$ cat config.mk
export PLATFORM = sky130hd
export DESIGN_NAME = park
export DESIGN_NICKNAME = d
export VERILOG_FILES = /design/src/rtl/motor_ctrl_pkg.sv /design/src/rtl/park_mac.sv /design/src/rtl/park.sv
export SDC_FILE = /design/constraint.sdc
export NUM_CORES = 1
export LEC_CHECK = 0
export CORE_ASPECT_RATIO = 1.25
export CORE_MARGIN = 1.5
export CORE_UTILIZATION = 55
export CTS_CLUSTER_SIZE = 28
export DETAILED_ROUTE_END_ITERATION = 7
export PLACE_DENSITY_LB_ADDON = 0.2
export SETUP_SLACK_MARGIN = 0.1
export SYNTH_ARGS = -nofsm -noshare
export SYNTH_HDL_FRONTEND = slang
export SYNTH_SLANG_ARGS = --single-unit
$ cat constraint.sdc
create_clock -name clk -period 13 [get_ports clk]
set_input_delay 3.25 -clock clk [delete_from_list [all_inputs] [get_ports clk]]
set_output_delay 3.25 -clock clk [all_outputs]
set_load 0.05 [all_outputs]
$ cat src/rtl/motor_ctrl_pkg.sv
// rtl/motor_ctrl_pkg.sv - shared fixed-point defaults, Park FSM states and rounding helper
package motor_ctrl_pkg;

    localparam int D_WIDTH_DEF = 18;
    localparam int Q_BITS_DEF  = 15;

    typedef enum logic [2:0] {
        IDLE,
        MUL0,
        MUL1,
        MUL2,
        MUL3
    } park_state_t;

    typedef enum logic [1:0] {
        HOLD,
        LOAD,
        ADD,
        SUB
    } mac_op_t;

    // Round half up, drop qb fraction bits, clamp to a dw-bit signed range.
    function automatic logic signed [63:0] round_sat(input logic signed [63:0] x,
                                                     input int dw,
                                                     input int qb);
        logic signed [63:0] v_r;
        logic signed [63:0] v_max;
        logic signed [63:0] v_min;
        v_r   = (x + (64'sd1 <<< (qb - 1))) >>> qb;
        v_max = (64'sd1 <<< (dw - 1)) - 64'sd1;
        v_min = -v_max - 64'sd1;
        if (v_r > v_max) begin
            return v_max;
        end
        if (v_r < v_min) begin
            return v_min;
        end
        return v_r;
    endfunction

endpackage

$ cat src/rtl/park_mac.sv
// rtl/park_mac.sv - shared signed multiplier with load/add/sub accumulator
module park_mac
    import motor_ctrl_pkg::*;
#(
    parameter int D_WIDTH = D_WIDTH_DEF,
    parameter int Q_BITS  = Q_BITS_DEF
) (
    input  logic                      clk,
    input  logic                      rstb,
    input  mac_op_t                   i_op,
    input  logic signed [D_WIDTH-1:0] i_a,
    input  logic signed [D_WIDTH-1:0] i_b,
    output logic signed [D_WIDTH-1:0] o_res
);

    localparam int ACC_W = 2 * D_WIDTH + 1;

    logic signed [2*D_WIDTH-1:0] w_prod;
    logic signed [ACC_W-1:0]     w_prod_ext;
    logic signed [ACC_W-1:0]     w_acc_next;
    logic signed [ACC_W-1:0]     r_acc;

    assign w_prod     = i_a * i_b;
    assign w_prod_ext = {w_prod[2*D_WIDTH-1], w_prod};

    always_comb begin
        w_acc_next = r_acc;
        case (i_op)
            LOAD:    w_acc_next = w_prod_ext;
            ADD:     w_acc_next = r_acc + w_prod_ext;
            SUB:     w_acc_next = r_acc - w_prod_ext;
            default: w_acc_next = r_acc;
        endcase
    end

    always_ff @(posedge clk) begin
        if (rstb) begin
            r_acc <= '0;
        end else begin
            r_acc <= w_acc_next;
        end
    end

    // Rounded view of the value being written this cycle, so the caller can
    // capture a finished sum on the same edge that completes it.
    assign o_res = D_WIDTH'(round_sat(64'(w_acc_next), D_WIDTH, Q_BITS));

endmodule

$ cat src/rtl/park.sv
// rtl/park.sv - Park transform, one shared MAC sequenced over four cycles
module park
    import motor_ctrl_pkg::*;
#(
    parameter int D_WIDTH = D_WIDTH_DEF,
    parameter int Q_BITS  = Q_BITS_DEF
) (
    input  logic                      clk,
    input  logic                      rstb,
    input  logic                      start,
    input  logic signed [D_WIDTH-1:0] alpha,
    input  logic signed [D_WIDTH-1:0] beta,
    input  logic signed [D_WIDTH-1:0] sin_theta,
    input  logic signed [D_WIDTH-1:0] cos_theta,
    output logic                      busy,
    output logic signed [D_WIDTH-1:0] d,
    output logic signed [D_WIDTH-1:0] q,
    output logic                      done
);

    park_state_t r_state;
    park_state_t w_state_next;

    logic signed [D_WIDTH-1:0] r_alpha;
    logic signed [D_WIDTH-1:0] r_beta;
    logic signed [D_WIDTH-1:0] r_sin;
    logic signed [D_WIDTH-1:0] r_cos;
    logic signed [D_WIDTH-1:0] r_d_hold;
    logic signed [D_WIDTH-1:0] r_d;
    logic signed [D_WIDTH-1:0] r_q;
    logic                      r_done;

    mac_op_t                   w_op;
    logic signed [D_WIDTH-1:0] w_a;
    logic signed [D_WIDTH-1:0] w_b;
    logic signed [D_WIDTH-1:0] w_res;

    always_comb begin
        w_state_next = r_state;
        w_op         = HOLD;
        w_a          = '0;
        w_b          = '0;
        case (r_state)
            IDLE: if (start) w_state_next = MUL0;
            MUL0: begin w_op = LOAD; w_a = r_alpha; w_b = r_cos; w_state_next = MUL1; end
            MUL1: begin w_op = ADD;  w_a = r_beta;  w_b = r_sin; w_state_next = MUL2; end
            MUL2: begin w_op = LOAD; w_a = r_beta;  w_b = r_cos; w_state_next = MUL3; end
            MUL3: begin w_op = SUB;  w_a = r_alpha; w_b = r_sin; w_state_next = IDLE; end
            default: w_state_next = IDLE;
        endcase
    end

    always_ff @(posedge clk) begin
        if (rstb) begin
            r_state  <= IDLE;
            r_alpha  <= '0;
            r_beta   <= '0;
            r_sin    <= '0;
            r_cos    <= '0;
            r_d_hold <= '0;
            r_d      <= '0;
            r_q      <= '0;
            r_done   <= 1'b0;
        end else begin
            r_state <= w_state_next;
            r_done  <= (r_state == MUL3);
            if (r_state == IDLE && start) begin
                r_alpha <= alpha;
                r_beta  <= beta;
                r_sin   <= sin_theta;
                r_cos   <= cos_theta;
            end
            if (r_state == MUL1) begin
                r_d_hold <= w_res;
            end
            // d is parked until q finishes so both outputs change on the same edge.
            if (r_state == MUL3) begin
                r_d <= r_d_hold;
                r_q <= w_res;
            end
        end
    end

    park_mac #(
        .D_WIDTH(D_WIDTH),
        .Q_BITS (Q_BITS)
    ) u_mac (
        .clk  (clk),
        .rstb (rstb),
        .i_op (w_op),
        .i_a  (w_a),
        .i_b  (w_b),
        .o_res(w_res)
    );

    assign busy = (r_state != IDLE);
    assign d    = r_d;
    assign q    = r_q;
    assign done = r_done;

endmodule

==> summary.txt <==
Share of cells above drive strength 1: 6.54%
Synth Warn #: 0
Final Cycle Share: 94.5%
Mapped Cells: 2763
Largest fanout on the critical path: 16
WL final: 74.2 mm
DRT iter0 DRCs: 1376
Violated checks: DRC
Worst R2R Path Depth: 41
I/O pins: 113
Port buffer count: 112
Clock buffer count from CTS: 17
CP Launch Point: r_state[2]
CTS tree: yes
Crit path time final: 12.29 ns
Endpoints failing hold: 0
Worst slew margin relative to its limit: 22.8%
RR Startpoint: r_state[2]
Power Dens Cells: 113 mW/mm^2
Final setup violation count: 0
Avg Cell Area, Syn: 8.26 um^2
Synth area leader: fa_1
Synth cell types: 99
Via-to-Cell Ratio: 5.95
Sequential share of the synthesized area: 14.7%
CP max stage delay: 0.59 ns
Worst VDD drop: 0.118 mV
Post-DP HPWL: 58.9 mm
Most common cell after layout, fill and taps aside: nand2_1
FF+latch count, synth: 167
CTS root buf: clkbuf_16
Status: complete, but fails checks
Prevailing post-synth register cell: dfxtp_1
Dpl cells: 3364
Routed Antenna Nets: 0
Vias in the first global route: 20900
Ys async rst share: 0%
Nature of the critical path startpoint: register
Final Slew Violations: 0
P&R area growth vs syn: 11.1%
Num Clock Sinks: 167
Largest cells by area after synthesis: fa_1 (29%), dfxtp_1 (15%), ha_1 (7.2%), nand2_1 (6.8%), inv_1 (6.7%)
Final std cells w/o fill: 3402
Layout Nets: 3368
Pleak: 11.2 nW
Die H: 231 um
Clock Tree Buf Depth: 2
Slowest-stage cell, CP: fa_1
Routability cong.: 0.988
Clock skew: 0.0121 ns
Initial antenna violation count: 6
Post-synth top area share: 29.0%
Total number of vias: 20200
Critical Path AT: 12.71 ns
Clock Latency Late Sink: 0.48 ns
Most frequent cells in the layout: nand2_1 (414), inv_1 (403), fa_1 (330), nor2_1 (272), a21oi_1 (188)
Avg WL per Cell: 21.8 um
Most used cell, CP: fa_1
Row count: 83
Max Cap Viol: 0
Max frequency: 81.4 MHz
Core ar.: 0.0410 mm^2
Starting Density: 55.6%
R2R Setup Slk: 0.71 ns
RSZ-0062 raised after global routing: no
Hold Path Class: reg -> reg
Least-Margin Pin Slew: 1.16 ns
Reg clk slew, reported paths: 0.07 ns
Syn_nets: 3299
Largest net degree at the start of global routing: 95
Crit Path Class: reg -> reg
First-pass GRT wire length: 117 mm
Pwr Total: 2.86 mW
DRC errors left: 2
Total grt overflow: 0
Total track usage: 36.2%
Worst EP required: 13.42 ns
Endpoint class of the critical path: register
H-tree depth: 4
Setup TNS: 0 ns
Die Wd: 185 um
DR pass1 iterations: 8
Reg2reg end: r_d_hold[6]
Post-synth EDFFs: 0
Worst setup path endpoint: r_d_hold[6]
Mapped cell area: 0.0228 mm^2
Die area: 0.0427 mm^2
Post-CTS setup buffers: 0
==> layer usage <==
metal | global-route usage, % | up-vias | wire length, um
met2 | 61.9 | 802 | 36300
met4 | 19.6 | 2 | 4230
met5 | 0 | - | 13
met1 | 44.1 | 9997 | 29100
met3 | 4.99 | 191 | 4560
li1 | - | 9250 | -
==> per-stage QoR <==
stage                     hold WS, ns  cell area, um^2  utilization (%)  setup WS [ns]
final                           0.458            25300             61.8          0.710
after global routing            0.476            25300             61.8          0.149
after CTS                       0.457            25300             61.6          0.283
after detailed placement        0.447            24700             60.1          0.375
after global placement          0.445            24700             60.1          0.428
after floorplan                 0.432            22800                -           1.34
==> how the worst min path moves through the flow <==
| stage | startpoint | endpoint | slack, ns | cells after the start |
|---|---|---|---|---|
| after floorplan | r_d_hold[12] | d[12] | 0.43 | 2 |
| after global routing | r_cos[7] | r_cos[7] | 0.48 | 2 |
| after detailed placement | r_cos[7] | r_cos[7] | 0.45 | 2 |
| final | r_cos[7] | r_cos[7] | 0.46 | 2 |
| after global placement | d[17] | d[17] | 0.45 | 2 |
| after CTS | r_cos[7] | r_cos[7] | 0.46 | 2 |
==> state kept, by name, summed over array words and instances, names as in the netlist <==
register	flops
d	18
done	1
q	18
r_alpha	18
r_beta	18
r_cos	18
r_d_hold	18
r_sin	18
r_state	3
u_mac.r_acc	37
==> cell families after synthesis <==
logic type	count (synthesis)	share of synthesized area, %
xor+xnor	101	4.01
flops	167	14.7
simple gates	894	17.4
fa+ha+maj	461	36.1
buf+inv	538	9.08
mux	10	0.444
compound gates	592	18.3
==> power by group <==
group	internal, mW	leakage (nW)	switching [mW]
Sequential	0.568	1.36	0.0470
Combinational	0.623	9.54	1.06
Clock	0.294	0.283	0.261
Total	1.48	11.2	1.37
==> layout make-up <==
class	instances	area, um^2
Timing Repair Buffer	181	1670
Clock inverter	13	159
Antenna cell	5	12.5
Inverter	406	1530
Tap cell	552	691
Sequential cell	167	3350
Clock buffer	19	443
Fill cell	3726	15700
Multi-Input combinational cell	2059	17500
==> what timing repair did <==
item                                    in CTS  in global routing
endpoints found under the hold margin        0                  0
hold buffers                                 0                  0
endpoints found under the setup margin       0                 36
resized for setup                            0                 18
==> worst max-delay path, delay by kind of cell (launching register included) <==
kind / cells / cell delay [ns]
buf+inv: 7 / 0.63
fa+ha+maj: 8 / 4.00
xor+xnor: 4 / 0.87
compound gates: 13 / 3.78
flops: 1 / 0.58
mux: 1 / 0.32
simple gates: 8 / 2.00
==> cell usage after synthesis (39+ instances only) <==
| library cell | count |
|---|---|
| clkbuf_1 | 105 |
| dfxtp_1 | 167 |
| o21ai_0 | 59 |
| inv_1 | 405 |
| a21oi_1 | 190 |
| xnor2_1 | 69 |
| nor2_1 | 274 |
| a22o_1 | 39 |
| nand2_1 | 415 |
| fa_1 | 330 |
| ha_1 | 131 |
| a22oi_1 | 55 |
No activity file was read; power rests on OpenSTA's default activity.
